## config.mk

```make
export PLATFORM = sky130hd
export DESIGN_NAME = button_conditioner
export DESIGN_NICKNAME = d
export VERILOG_FILES = /design/src/rtl/button_pkg.sv /design/src/rtl/debounce_channel.sv /design/src/rtl/button_conditioner.sv
export SDC_FILE = /design/constraint.sdc
export NUM_CORES = 1
export LEC_CHECK = 0
export CAP_MARGIN = 20
export CORE_ASPECT_RATIO = 1.25
export CORE_MARGIN = 8
export CORE_UTILIZATION = 65
export DETAILED_ROUTE_END_ITERATION = 8
export GPL_ROUTABILITY_DRIVEN = 0
export MAX_ROUTING_LAYER = met4
export PLACE_DENSITY_LB_ADDON = 0.2
export SLEW_MARGIN = 20
export SYNTH_ARGS = -nofsm -noshare
export SYNTH_HDL_FRONTEND = slang
export SYNTH_HIERARCHICAL = 1
export SYNTH_SLANG_ARGS = --single-unit
export TNS_END_PERCENT = 5
```

## constraint.sdc

```tcl
create_clock -name clk -period 4 [get_ports clk]
set_input_delay 0.6 -clock clk [delete_from_list [all_inputs] [get_ports clk]]
set_output_delay 0.6 -clock clk [all_outputs]
set_load 0.01 [all_outputs]
```

## src/rtl/button_pkg.sv

```systemverilog
// Shared definitions for the push-button / switch conditioning slice:
// default timing constants, repeat FSM encoding and width helpers.
package button_pkg;

    // 20 ms debounce, 0.5 s first repeat, 0.1 s repeat period at 50 MHz
    localparam int unsigned DEF_DEBOUNCE_CYCLES = 32'd1000000;
    localparam int unsigned DEF_REPEAT_DELAY    = 32'd25000000;
    localparam int unsigned DEF_REPEAT_PERIOD   = 32'd5000000;

    typedef enum logic [1:0] {
        RPT_IDLE   = 2'd0,
        RPT_DELAY  = 2'd1,
        RPT_REPEAT = 2'd2
    } rpt_state_e;

    // Ceiling log2, never below 1 so that counters always have at least one bit
    function automatic int unsigned clog2_min1(input int unsigned value);
        int unsigned width;
        width = 32'd0;
        for (int i = 0; i < 32; i++) begin
            if ((64'd1 << i) < 64'(value)) begin
                width = 32'(i + 1);
            end
        end
        if (width == 32'd0) begin
            width = 32'd1;
        end
        return width;
    endfunction

    function automatic int unsigned max_u(input int unsigned a, input int unsigned b);
        return (a > b) ? a : b;
    endfunction

endpackage

```

## src/rtl/debounce_channel.sv

```systemverilog
// One conditioned input bit: 2-FF synchronizer, debounce filter, registered
// press/release pulses, press-toggled state and hold-to-repeat FSM.
module debounce_channel
    import button_pkg::*;
#(
    parameter int unsigned DEBOUNCE_CYCLES = DEF_DEBOUNCE_CYCLES,
    parameter int unsigned REPEAT_DELAY    = DEF_REPEAT_DELAY,
    parameter int unsigned REPEAT_PERIOD   = DEF_REPEAT_PERIOD
) (
    input  logic clk,
    input  logic reset_n,
    input  logic btn_n,
    output logic level,
    output logic press_pulse,
    output logic release_pulse,
    output logic toggle_state,
    output logic repeat_pulse
);

    localparam int unsigned DB_W  = clog2_min1(DEBOUNCE_CYCLES);
    localparam int unsigned RPT_W = clog2_min1(max_u(REPEAT_DELAY, REPEAT_PERIOD));

    localparam logic [DB_W-1:0]  DB_LAST    = DB_W'(DEBOUNCE_CYCLES - 32'd1);
    localparam logic [RPT_W-1:0] DELAY_LAST = RPT_W'(REPEAT_DELAY - 32'd1);
    localparam logic [RPT_W-1:0] PER_LAST   = RPT_W'(REPEAT_PERIOD - 32'd1);

    logic             sync1_r, sync2_r;
    logic [DB_W-1:0]  db_cnt_r, db_cnt_nxt_s;
    logic             level_r, level_nxt_s;
    logic             press_r, release_r, toggle_r, repeat_r;
    logic             rise_s, fall_s;
    rpt_state_e       rpt_state_r, rpt_state_nxt_s;
    logic [RPT_W-1:0] rpt_cnt_r, rpt_cnt_nxt_s;
    logic             rpt_fire_s;
    logic             sample_s;

    // Sample is taken only from the second synchronizer stage (1 = pressed)
    assign sample_s = ~sync2_r;

    // Bring the asynchronous pin into the clock domain; idle level is released
    always_ff @(posedge clk or negedge reset_n) begin
        if (!reset_n) begin
            sync1_r <= 1'b1;
            sync2_r <= 1'b1;
        end else begin
            sync1_r <= btn_n;
            sync2_r <= sync1_r;
        end
    end

    // Debounce decision: accept a new level only after an unbroken run of samples
    always_comb begin
        db_cnt_nxt_s = db_cnt_r;
        level_nxt_s  = level_r;
        if (sample_s == level_r) begin
            db_cnt_nxt_s = '0;
        end else if (db_cnt_r == DB_LAST) begin
            db_cnt_nxt_s = '0;
            level_nxt_s  = ~level_r;
        end else begin
            db_cnt_nxt_s = db_cnt_r + DB_W'(1);
        end
    end

    assign rise_s = level_nxt_s & ~level_r;
    assign fall_s = ~level_nxt_s & level_r;

    // Level, edge pulses and toggle all update on the edge that accepts the change
    always_ff @(posedge clk or negedge reset_n) begin
        if (!reset_n) begin
            db_cnt_r  <= '0;
            level_r   <= 1'b0;
            press_r   <= 1'b0;
            release_r <= 1'b0;
            toggle_r  <= 1'b0;
        end else begin
            db_cnt_r  <= db_cnt_nxt_s;
            level_r   <= level_nxt_s;
            press_r   <= rise_s;
            release_r <= fall_s;
            toggle_r  <= toggle_r ^ rise_s;
        end
    end

    // Repeat FSM next state; leaving on the upcoming level keeps repeats off release edges
    always_comb begin
        rpt_state_nxt_s = rpt_state_r;
        rpt_cnt_nxt_s   = rpt_cnt_r;
        rpt_fire_s      = 1'b0;
        case (rpt_state_r)
            RPT_IDLE: begin
                if (rise_s) begin
                    rpt_state_nxt_s = RPT_DELAY;
                    rpt_cnt_nxt_s   = '0;
                end else begin
                    rpt_cnt_nxt_s   = '0;
                end
            end
            RPT_DELAY: begin
                if (!level_nxt_s) begin
                    rpt_state_nxt_s = RPT_IDLE;
                    rpt_cnt_nxt_s   = '0;
                end else if (rpt_cnt_r == DELAY_LAST) begin
                    rpt_state_nxt_s = RPT_REPEAT;
                    rpt_cnt_nxt_s   = '0;
                    rpt_fire_s      = 1'b1;
                end else begin
                    rpt_cnt_nxt_s   = rpt_cnt_r + RPT_W'(1);
                end
            end
            RPT_REPEAT: begin
                if (!level_nxt_s) begin
                    rpt_state_nxt_s = RPT_IDLE;
                    rpt_cnt_nxt_s   = '0;
                end else if (rpt_cnt_r == PER_LAST) begin
                    rpt_cnt_nxt_s   = '0;
                    rpt_fire_s      = 1'b1;
                end else begin
                    rpt_cnt_nxt_s   = rpt_cnt_r + RPT_W'(1);
                end
            end
            default: begin
                rpt_state_nxt_s = RPT_IDLE;
                rpt_cnt_nxt_s   = '0;
            end
        endcase
    end

    // Repeat FSM state, shared delay/period counter and registered repeat pulse
    always_ff @(posedge clk or negedge reset_n) begin
        if (!reset_n) begin
            rpt_state_r <= RPT_IDLE;
            rpt_cnt_r   <= '0;
            repeat_r    <= 1'b0;
        end else begin
            rpt_state_r <= rpt_state_nxt_s;
            rpt_cnt_r   <= rpt_cnt_nxt_s;
            repeat_r    <= rpt_fire_s;
        end
    end

    assign level         = level_r;
    assign press_pulse   = press_r;
    assign release_pulse = release_r;
    assign toggle_state  = toggle_r;
    assign repeat_pulse  = repeat_r;

endmodule

```

## src/rtl/button_conditioner.sv

```systemverilog
// Conditions NUM_CH raw active-low buttons/switches into clean level,
// edge, toggle and auto-repeat controls for the LED counter.
module button_conditioner
    import button_pkg::*;
#(
    parameter int unsigned NUM_CH          = 32'd3,
    parameter int unsigned DEBOUNCE_CYCLES = DEF_DEBOUNCE_CYCLES,
    parameter int unsigned REPEAT_DELAY    = DEF_REPEAT_DELAY,
    parameter int unsigned REPEAT_PERIOD   = DEF_REPEAT_PERIOD
) (
    input  logic              clk,
    input  logic              reset_n,
    input  logic [NUM_CH-1:0] btn_n,
    output logic [NUM_CH-1:0] level,
    output logic [NUM_CH-1:0] press_pulse,
    output logic [NUM_CH-1:0] release_pulse,
    output logic [NUM_CH-1:0] toggle_state,
    output logic [NUM_CH-1:0] repeat_pulse
);

    for (genvar ch = 0; ch < int'(NUM_CH); ch++) begin : g_ch
        debounce_channel #(
            .DEBOUNCE_CYCLES (DEBOUNCE_CYCLES),
            .REPEAT_DELAY    (REPEAT_DELAY),
            .REPEAT_PERIOD   (REPEAT_PERIOD)
        ) u_channel (
            .clk           (clk),
            .reset_n       (reset_n),
            .btn_n         (btn_n[ch]),
            .level         (level[ch]),
            .press_pulse   (press_pulse[ch]),
            .release_pulse (release_pulse[ch]),
            .toggle_state  (toggle_state[ch]),
            .repeat_pulse  (repeat_pulse[ch])
        );
    end

endmodule

```

==> results of run 1 <==
==> worst paths after layout <==
kind                                                        endpoint  slack [ns]  cells after the start
max                        g_ch[0].u_channel/rpt_cnt_r[23]$_DFF_PN0_        1.23                      7
min                         g_ch[1].u_channel/toggle_state$_DFF_PN0_        0.31                      1
max reg2reg                g_ch[0].u_channel/rpt_cnt_r[23]$_DFF_PN0_        1.23                      7
min reg2reg                      g_ch[2].u_channel/sync2_r$_DFF_PN1_        0.35                      0
max in group asynchronous        g_ch[2].u_channel/sync2_r$_DFF_PN1_        2.82                      2
min in group clk                 g_ch[2].u_channel/sync2_r$_DFF_PN1_        0.35                      0
==> synth_stat cells, drive strengths merged (2+ instances only) <==
master	number
and4	7
xnor2	51
nor2b	3
o21ai	16
or4	7
nand2	58
o32a	2
ha	15
xor2	67
a22o	2
mux2	3
nor3	20
inv	26
nor4bb	4
nand3b	3
mux2i	3
or4b	5
nand4b	2
buf	10
dfstp	6
clkbuf	6
and2	6
nand3	58
a21oi	19
nand4	33
or3	15
or2	3
o311ai	2
nor2	158
and3	23
nor4	11
dfrtp	156
==> routing by layer <==
| metal | routed length (µm) | vias up |
|---|---|---|
| met1 | 6570 | 2840 |
| met4 | 303 | 0 |
| li1 | - | 2796 |
| met3 | 444 | 22 |
| met5 | 0 | - |
| met2 | 7930 | 90 |
==> registers in the layout (all words and copies together), names as in the netlist <==
signal / cells
g_ch.u_channel/db_cnt_r: 60
g_ch.u_channel/level: 3
g_ch.u_channel/press_pulse: 3
g_ch.u_channel/release_pulse: 3
g_ch.u_channel/repeat_pulse: 3
g_ch.u_channel/rpt_cnt_r: 75
g_ch.u_channel/rpt_state_r: 6
g_ch.u_channel/sync1_r: 3
g_ch.u_channel/sync2_r: 3
g_ch.u_channel/toggle_state: 3
==> placed cells by master, fill, tap and decap left out, types with 17 or more instances in the layout <==
cell type        instances
and3_1                  23
nand2_1                 57
nor2_1                 158
xnor2_1                 51
xor2_1                  67
nand3_1                 56
clkdlybuf4s50_1         18
nor3_1                  20
a21oi_1                 17
inv_1                   24
nand4_1                 33
dfrtp_1                156
clkbuf_16               17
==> area by class of cell <==
type                    instances  area, µm²  area share, %
flip-flops and latches        162       4060           45.6
repair buffers                 20        211           2.38
inverters                      26       97.6           1.10
clock inverters                10        160           1.80
multi-input cells             601       3710           41.7
clock buffers                  22        454           5.10
well taps                     164        205           2.31
==> power by group through the flow <==
stage	Sequential (mW)	Combinational (mW)	Clock, mW
2_1_floorplan	1.69	0.0214	0
3_3_place_gp	1.69	0.0622	0
3_5_place_dp	1.69	0.0646	0
4_1_cts	1.66	0.0650	1.72
5_1_grt	1.66	0.0723	1.79
6_report	1.66	0.0626	1.68
==> worst max-delay path: cells and delay by family, from the launching register on <==
family | cells | cell delay (ns)
compound gates | 1 | 0.27
buf+inv | 1 | 0.08
flops | 1 | 0.43
simple gates | 5 | 1.86
==> stage by stage <==
step | hold slack (ns) | setup slack, ns | power [mW] | instance area [µm²]
after CTS | 0.338 | 1.24 | 3.45 | 8900
after global routing | 0.359 | 1.14 | 3.52 | 8900
after floorplan | 0.304 | 1.55 | 1.71 | 7960
final | 0.306 | 1.23 | 3.40 | 8900
after global placement | 0.347 | 1.35 | 1.75 | 8280
after detailed placement | 0.347 | 1.26 | 1.76 | 8280
==> kinds of logic (layout without fill, tap and decap cells) <==
group | Yosys count | in the layout
adder cells (fa/ha/maj) | 15 | 15
buffers and inverters | 42 | 78
flip-flops | 162 | 162
AND/OR/NAND/NOR | 417 | 417
AO/OA/AOI/OAI | 45 | 45
multiplexers | 6 | 6
XOR/XNOR | 118 | 118
==> results.py, run 1 <==
metrics = {
    "status": {
        "outcome": "finished, final reports clean",
    },
    "placement": {
        "port_buffers": 19,
        "dpl.hpwl_um": 10200,
        "dp.cells": 973,
    },
    "global_route": {
        "grt.overflow.total": 0,
        "grt_use_total_pct": 21.1,
        "antenna_found_initial": 0,
        "grt_max_degree": 109,
        "grt_pass1_wl_um": 26600,
        "grtUsageMet2_pct": 34.7,
        "grt_pass1_vias": 5884,
        "grt_busiest_layer": "met2",
        "use_met3_pct": 5.19,
        "met1_usage_pct": 24.0,
    },
    "timing": {
        "post-route-min-period_ns": 2.77,
        "setup_viol": 0,
        "finClkSkew_ns": 0.00798,
        "finalCritPeriodShare_pct": 69.4,
        "finalHoldViolCount": 0,
        "rsz0062_at_grt": "false",
        "slew_headroom_pct": 35.4,
        "slew_viol_final": 0,
        "tightestPinTransition_ns": 0.960,
        "finalSetupTns_ns": 0,
        "fmax_mhz": 360,
    },
    "layout": {
        "final_cells": 1005,
        "n_fill_cell": 858,
        "fin_nets": 848,
        "drive_gt1_share_pct": 6.66,
        "fin_util_pct": 73.9,
        "syn_to_final_growth_pct": 11.8,
        "antenna_cells": 0,
    },
    "power_and_ir_drop": {
        "power_density_nw_per_um2": 383,
        "power.switching_mw": 0.681,
        "p_sw_share_pct": 20.0,
        "power_frac_comb_pct": 1.8,
        "p_leak_nw": 3.72,
        "ir_drop_mv": 0.252,
        "internal-power_mw": 2.72,
        "clockPowerShare_pct": 49.3,
        "power_frac_seq_pct": 48.8,
    },
    "logic_synthesis": {
        "synth_edf_count": 0,
        "synth_compound_area_share_pct": 4.05,
        "synth-simple-area-share_pct": 26.1,
        "synth_top_family_by_area": "simple AND/OR/NAND/NOR gates",
        "synthCells": 805,
        "synth.area.top_cells": "dfrtp_1, nor2_1, xor2_1",
        "synth-seq-cells": 162,
        "synth_xor_area_share_pct": 13.0,
        "synthArstFlopShare_pct": 100,
        "netlist_area_um2": 7960,
        "synthAdderAreaFrac_pct": 2.36,
        "synth.largest_area_cell": "dfrtp_1",
        "synth_flop_cell": "dfrtp_1",
        "yosysWarnings": 6,
        "synth_top_area_share_pct": 49.0,
        "syn_nets": 825,
        "syn_area_per_cell_um2": 9.89,
        "yosys.cell_types.count": 50,
        "synth.area.mux_share_pct": 1.05,
        "ys_seq_area_share_pct": 51.0,
    },
    "min_path": {
        "hold_class": "in -> async",
    },
    "clocking": {
        "clk_latency_ns": 0.43,
        "cts_tree": "done",
        "cts_hold_buf": 0,
        "h-tree-depth": 4,
        "post-cts-setup-buffers": 0,
        "ctsRootBufferMaster": "clkbuf_16",
        "cts_buffers": 17,
        "cts.sinks": 162,
        "postCtsResizedCells": 0,
        "clock_path_buffers": 2,
        "clk_pin_slew_worst_paths_ns": 0.06,
    },
    "die": {
        "fp.dieW_um": 115,
        "dieHeight_um": 140,
        "core_area_um2": 12000,
        "pin_count": 20,
        "row_count": 45,
        "die-area_um2": 16100,
        "start_util_pct": 66.1,
    },
    "route": {
        "vias_per_cell": 5.72,
        "drtIter0Drc": 394,
        "wire_per_inst_um": 15.2,
        "drc": 0,
        "wirelength_um": 15200,
        "dr.pass1.iters": 5,
        "vias": 5748,
        "drtAntennaViolNets": 0,
    },
    "critical_path": {
        "crit_chain": "or4b_1 > or4_4 > or2_0 > a21oi_2 > inv_2 > nand3_2 > nor2_1",
        "crit_fanout": 25,
        "cp-end-kind": "register",
        "max_stage_delay_ns": 0.54,
        "startpoint_type": "register",
        "cp-startpoint": "g_ch[0].u_channel/db_cnt_r[7]$_DFF_PN0_",
        "crit_slowest_cell": "or4b_1",
        "crit_type": "reg -> reg",
        "crit_required_ns": 4.29,
        "crit_arrival_ns": 3.06,
        "r2r-start": "g_ch[0].u_channel/db_cnt_r[7]$_DFF_PN0_",
    },
    "flow_run": {
        "max-cap-violations": 0,
    },
}
(Power assumes the default switching activity.)
==> run 2: changes to the inputs <==
- CORE_UTILIZATION: 65 -> 62
- clock period: 4 -> 2.63 ns (I/O delays scaled with it)
==> results.py, run 2 (same netlist as run 1, synthesis figures left out) <==
metrics = {
    "status": {
        "outcome": "finished, final reports clean",
    },
    "layout": {
        "n_fill_cell": 910,
        "final_cell_mix": "nor2_1, dfrtp_1, xor2_1",
        "fin_nets": 865,
        "antenna_cells": 0,
        "top_regs": "g_ch.u_channel/rpt_cnt_r x75, g_ch.u_channel/db_cnt_r x60, g_ch.u_channel/rpt_state_r x6",
        "multi_input_area_um2": 3710,
        "regMostFlops": "g_ch.u_channel/rpt_cnt_r",
        "mostFrequentLayoutCell": "nor2_1",
        "largest_reg_flops": 75,
        "final_cells": 1026,
        "syn_to_final_growth_pct": 13.8,
        "register_area_um2": 4060,
        "drive_gt1_share_pct": 8.51,
    },
    "timing": {
        "finClkSkew_ns": 0.00969,
        "setup_viol": 0,
        "slew_viol_final": 0,
        "tightestPinTransition_ns": 0.654,
        "finalCritPeriodShare_pct": 96.6,
        "rsz0062_at_grt": "false",
        "finalHoldViolCount": 0,
        "fmax_mhz": 394,
        "slew_headroom_pct": 56.4,
        "finalSetupTns_ns": 0,
        "post-route-min-period_ns": 2.54,
    },
    "die": {
        "fp.dieW_um": 117,
        "core_area_um2": 12600,
        "pin_count": 20,
        "row_count": 46,
        "start_util_pct": 63.2,
        "dieHeight_um": 143,
        "die-area_um2": 16700,
    },
    "global_route": {
        "grt_pass1_wl_um": 26200,
        "grt.overflow.total": 0,
        "antenna_found_initial": 0,
        "grt_use_total_pct": 19.3,
        "grt_pass1_vias": 5878,
        "grt_max_degree": 72,
    },
    "flow_run": {
        "max-cap-violations": 0,
    },
    "route": {
        "drtAntennaViolNets": 0,
        "wire_per_inst_um": 14.8,
        "dr_wl_met3_um": 384,
        "vias": 5832,
        "wirelength_um": 15200,
        "vias_per_cell": 5.68,
        "wl_met2_um": 8050,
        "drt-met1-wl_um": 6510,
        "drtIter0Drc": 421,
        "drc": 0,
        "top_layer_used": "met4",
        "dr.pass1.iters": 5,
    },
    "power_and_ir_drop": {
        "power_density_nw_per_um2": 570,
        "ir_drop_mv": 0.423,
        "p_leak_nw": 3.81,
    },
    "critical_path": {
        "crit_required_ns": 2.93,
        "startpoint_type": "register",
        "crit_arrival_ns": 2.84,
        "crit_type": "reg -> reg",
        "cp-end-kind": "register",
        "cp-startpoint": "g_ch[1].u_channel/db_cnt_r[8]$_DFF_PN0_",
        "r2r-start": "g_ch[1].u_channel/db_cnt_r[8]$_DFF_PN0_",
        "crit_fanout": 5,
    },
    "clocking": {
        "cts.sinks": 162,
        "clk_pin_slew_worst_paths_ns": 0.06,
        "h-tree-depth": 4,
        "post-cts-setup-buffers": 0,
        "cts_buffers": 17,
        "clock_path_buffers": 2,
        "clk_latency_ns": 0.42,
        "cts_tree": "done",
        "ctsRootBufferMaster": "clkbuf_16",
    },
    "min_path": {
        "hold_class": "reg -> reg",
        "hold_start": "g_ch[1].u_channel/sync1_r$_DFF_PN1_",
    },
    "placement": {
        "dp.cells": 993,
        "port_buffers": 19,
        "dpl.hpwl_um": 10400,
    },
}
-- run 2: power by group --
part	total (mW)	internal, mW	switching [mW]	leakage, nW
logic	0.102	0.0285	0.0731	1.29
clock network	2.54	1.59	0.944	0.289
registers	2.53	2.51	0.0154	2.24
-- run 2: worst paths after layout --
| kind | endpoint | slack [ns] | cells after the start |
|---|---|---|---|
| worst max-delay path | g_ch[1].u_channel/rpt_state_r[0]$_DFFE_PN0P_ | 0.09 | 6 |
| worst min-delay path | g_ch[1].u_channel/sync2_r$_DFF_PN1_ | 0.36 | 0 |
| worst max register to register | g_ch[1].u_channel/rpt_state_r[0]$_DFFE_PN0P_ | 0.09 | 6 |
| worst min register to register | g_ch[1].u_channel/sync2_r$_DFF_PN1_ | 0.36 | 0 |
| max in group asynchronous | g_ch[1].u_channel/sync1_r$_DFF_PN1_ | 1.26 | 3 |
| min in group asynchronous | g_ch[1].u_channel/db_cnt_r[19]$_DFF_PN0_ | 0.55 | 2 |
-- run 2: layer usage --
metal,vias to the layer above,global-route usage (%)
met5,-,-
met4,0,6.98
met3,26,4.11
met2,86,34.2
met1,2891,21.2
li1,2829,-
-- run 2: critical path, cell delays in order, from the launching register on --
cell and delay, ns:
dfrtp_1 0.42, or4b_1 0.52, or4_4 0.46, or2_1 0.30, o311ai_4 0.29, o21ai_2 0.12
mux2_4 0.31
-- run 2: metrics by stage --
stage          utilization, %  worst slack [ns]  power, mW  instance area [µm²]  hold WS, ns
2_1_floorplan               -             0.180       2.60                 7960       0.0989
3_3_place_gp             66.9             0.164       2.67                 8430        0.346
3_5_place_dp             66.9            0.0859       2.68                 8430        0.347
4_1_cts                  71.9            0.0513       5.24                 9060        0.356
5_1_grt                  71.9            0.0304       5.36                 9060        0.360
6_report                 71.9            0.0897       5.17                 9060        0.356
-- run 2: area by class of cell --
class | count | share of cell area, %
Clock buffer | 24 | 5.43
Clock inverter | 8 | 1.38
Inverter | 26 | 1.08
Multi-Input combinational cell | 601 | 40.9
Sequential cell | 162 | 44.8
Tap cell | 168 | 2.32
Timing Repair Buffer | 37 | 4.05
-- run 2: what timing repair did --
action / 4_1_cts / 5_1_grt
hold endpoints to repair: 24 / 0
setup endpoints to repair: 0 / 27
resized for setup: 0 / 2
hold buffers: 1 / 0
==> run 3: changes to the inputs <==
- CORE_UTILIZATION: 62 -> 64
- CTS_BUF_LIST: default -> sky130_fd_sc_hd__clkbuf_4
- SETUP_SLACK_MARGIN: default -> 0.2
==> results.py, run 3 (same netlist as run 1, synthesis figures left out) <==
metrics = {
    "status": {
        "outcome": "finished, final reports clean",
    },
    "placement": {
        "dpl.hpwl_um": 10500,
        "port_buffers": 19,
        "dpl-instance-area_um2": 8410,
        "dp.cells": 987,
    },
    "die": {
        "die-area_um2": 16300,
        "core_area_um2": 12200,
        "fp.dieW_um": 116,
        "dieHeight_um": 141,
        "row_count": 45,
        "start_util_pct": 65.5,
        "pin_count": 20,
    },
    "layout": {
        "largest_reg_flops": 75,
        "mostFrequentLayoutCell": "nor2_1",
        "syn_to_final_growth_pct": 11.0,
        "fin_nets": 871,
        "final_area_um2": 8840,
        "top_regs": "g_ch.u_channel/rpt_cnt_r x75, g_ch.u_channel/db_cnt_r x60, g_ch.u_channel/rpt_state_r x6",
        "regMostFlops": "g_ch.u_channel/rpt_cnt_r",
        "n_fill_cell": 915,
        "drive_gt1_share_pct": 9.72,
        "final_cells": 1029,
        "final_cell_mix": "nor2_1, dfrtp_1, xor2_1",
    },
    "global_route": {
        "grt_pass1_wl_um": 26500,
        "grt_use_total_pct": 20.6,
        "antenna_found_initial": 1,
        "grt.overflow.total": 0,
        "grt_pass1_vias": 6022,
        "grt_max_degree": 68,
    },
    "route": {
        "wire_per_inst_um": 15.1,
        "vias_per_cell": 5.75,
        "drtIter0Drc": 337,
        "dr.pass1.iters": 5,
        "drc": 0,
        "vias": 5916,
        "wirelength_um": 15500,
        "drtAntennaViolNets": 0,
    },
    "clocking": {
        "cts_buffers": 17,
        "h-tree-depth": 4,
        "cts_tree": "done",
        "ctsRootBufferMaster": "clkbuf_4",
        "clk_latency_ns": 0.56,
        "cts.sinks": 162,
        "clk_pin_slew_worst_paths_ns": 0.14,
        "clock_path_buffers": 2,
    },
    "critical_path": {
        "crit_required_ns": 3.07,
        "crit_arrival_ns": 2.93,
        "startpoint_type": "register",
        "crit_chain": "or4b_1 > or4_4 > or2_4 > o311ai_4 > o21ai_2 > mux2_4",
        "r2r-start": "g_ch[1].u_channel/db_cnt_r[7]$_DFF_PN0_",
        "cp-startpoint": "g_ch[1].u_channel/db_cnt_r[7]$_DFF_PN0_",
        "rrSetupSlack_ns": 0.14,
        "crit_slowest_cell": "or4b_1",
        "cp-end-kind": "register",
        "crit_fanout": 5,
        "max_stage_delay_ns": 0.53,
        "crit_type": "reg -> reg",
    },
    "timing": {
        "finalSetupTns_ns": 0,
        "tightestPinTransition_ns": 0.626,
        "holdWs_ns": 0.218,
        "post-route-min-period_ns": 2.49,
        "slew_headroom_pct": 58.3,
        "slew_viol_final": 0,
        "rsz0062_at_grt": "true",
        "finalHoldViolCount": 0,
        "finalCritPeriodShare_pct": 94.6,
        "fmax_mhz": 402,
        "finClkSkew_ns": 0.0241,
        "setup_viol": 0,
    },
    "power_and_ir_drop": {
        "power_density_nw_per_um2": 463,
        "p_leak_nw": 3.72,
        "ir_drop_mv": 0.291,
    },
    "flow_run": {
        "max-cap-violations": 0,
    },
    "min_path": {
        "hold_start": "btn_n[0]",
        "hold_class": "in -> reg",
    },
}
[run 3: cell count changes in the layout (fill, tap and decap cells not counted), sizes merged]
cell and change:
clkinv +4, buf +4, diode +1, clkbuf -5, inv +4, bufinv -1
[run 3: power breakdown]
group          internal, mW  leakage, nW  switching, mW
clock network         0.572        0.142          0.889
logic                0.0292         1.34         0.0760
registers              2.51         2.24         0.0161
total                  3.11         3.72          0.981
[run 3: per-stage QoR]
stage	setup WS, ns	power (mW)	util, %
after floorplan	0.180	2.60	-
after detailed placement	0.0678	2.68	69.2
after CTS	0.164	4.15	71.8
after global placement	0.131	2.67	69.2
after global routing	0.0980	4.25	72.7
final	0.142	4.09	72.7
[run 3: cell type report]
cell class | count | area (µm²) | share of cell area [%]
timing repair buffer | 43 | 447 | 5.05
clock buffer | 17 | 128 | 1.44
antenna | 1 | 2.50 | 0.0283
inverter | 26 | 97.6 | 1.10
tap | 164 | 205 | 2.32
multi-input combinational | 601 | 3740 | 42.3
clock inverter | 15 | 158 | 1.78
sequential | 162 | 4060 | 46.0
[run 3: final timing paths]
check,depth (start not counted),to
setup / recovery,6,g_ch[1].u_channel/rpt_state_r[0]$_DFFE_PN0P_
hold / removal,1,g_ch[0].u_channel/sync1_r$_DFF_PN1_
setup reg to reg,6,g_ch[1].u_channel/rpt_state_r[0]$_DFFE_PN0P_
hold reg to reg,0,g_ch[2].u_channel/sync2_r$_DFF_PN1_
max in group asynchronous,3,g_ch[2].u_channel/rpt_cnt_r[10]$_DFF_PN0_
min in group asynchronous,2,g_ch[1].u_channel/rpt_cnt_r[9]$_DFF_PN0_
[run 3: metal layers]
metal	part of all wire [%]	global-route usage, %	wire [µm]
met5	0	-	0
met4	1.5	8.49	229
met3	2.7	3.76	411
met2	54	35.3	8310
met1	42	23.0	6550
[run 3: worst max-delay path, delay by kind of cell (launching register included)]
kind             cells  cell delay (ns)
AO/OA/AOI/OAI        2             0.37
multiplexers         1             0.30
AND/OR/NAND/NOR      3             1.29
flip-flops           1             0.41
[run 3: timing repair]
| action | CTS | global route |
|---|---|---|
| pin swaps | 0 | 1 |
| buffers inserted | 2 | 4 |
| endpoints found under the hold margin | 60 | 0 |
| hold buffers | 1 | 0 |
| gates resized for setup | 4 | 4 |
| cloned | 0 | 2 |
| endpoints found under the setup margin | 52 | 64 |
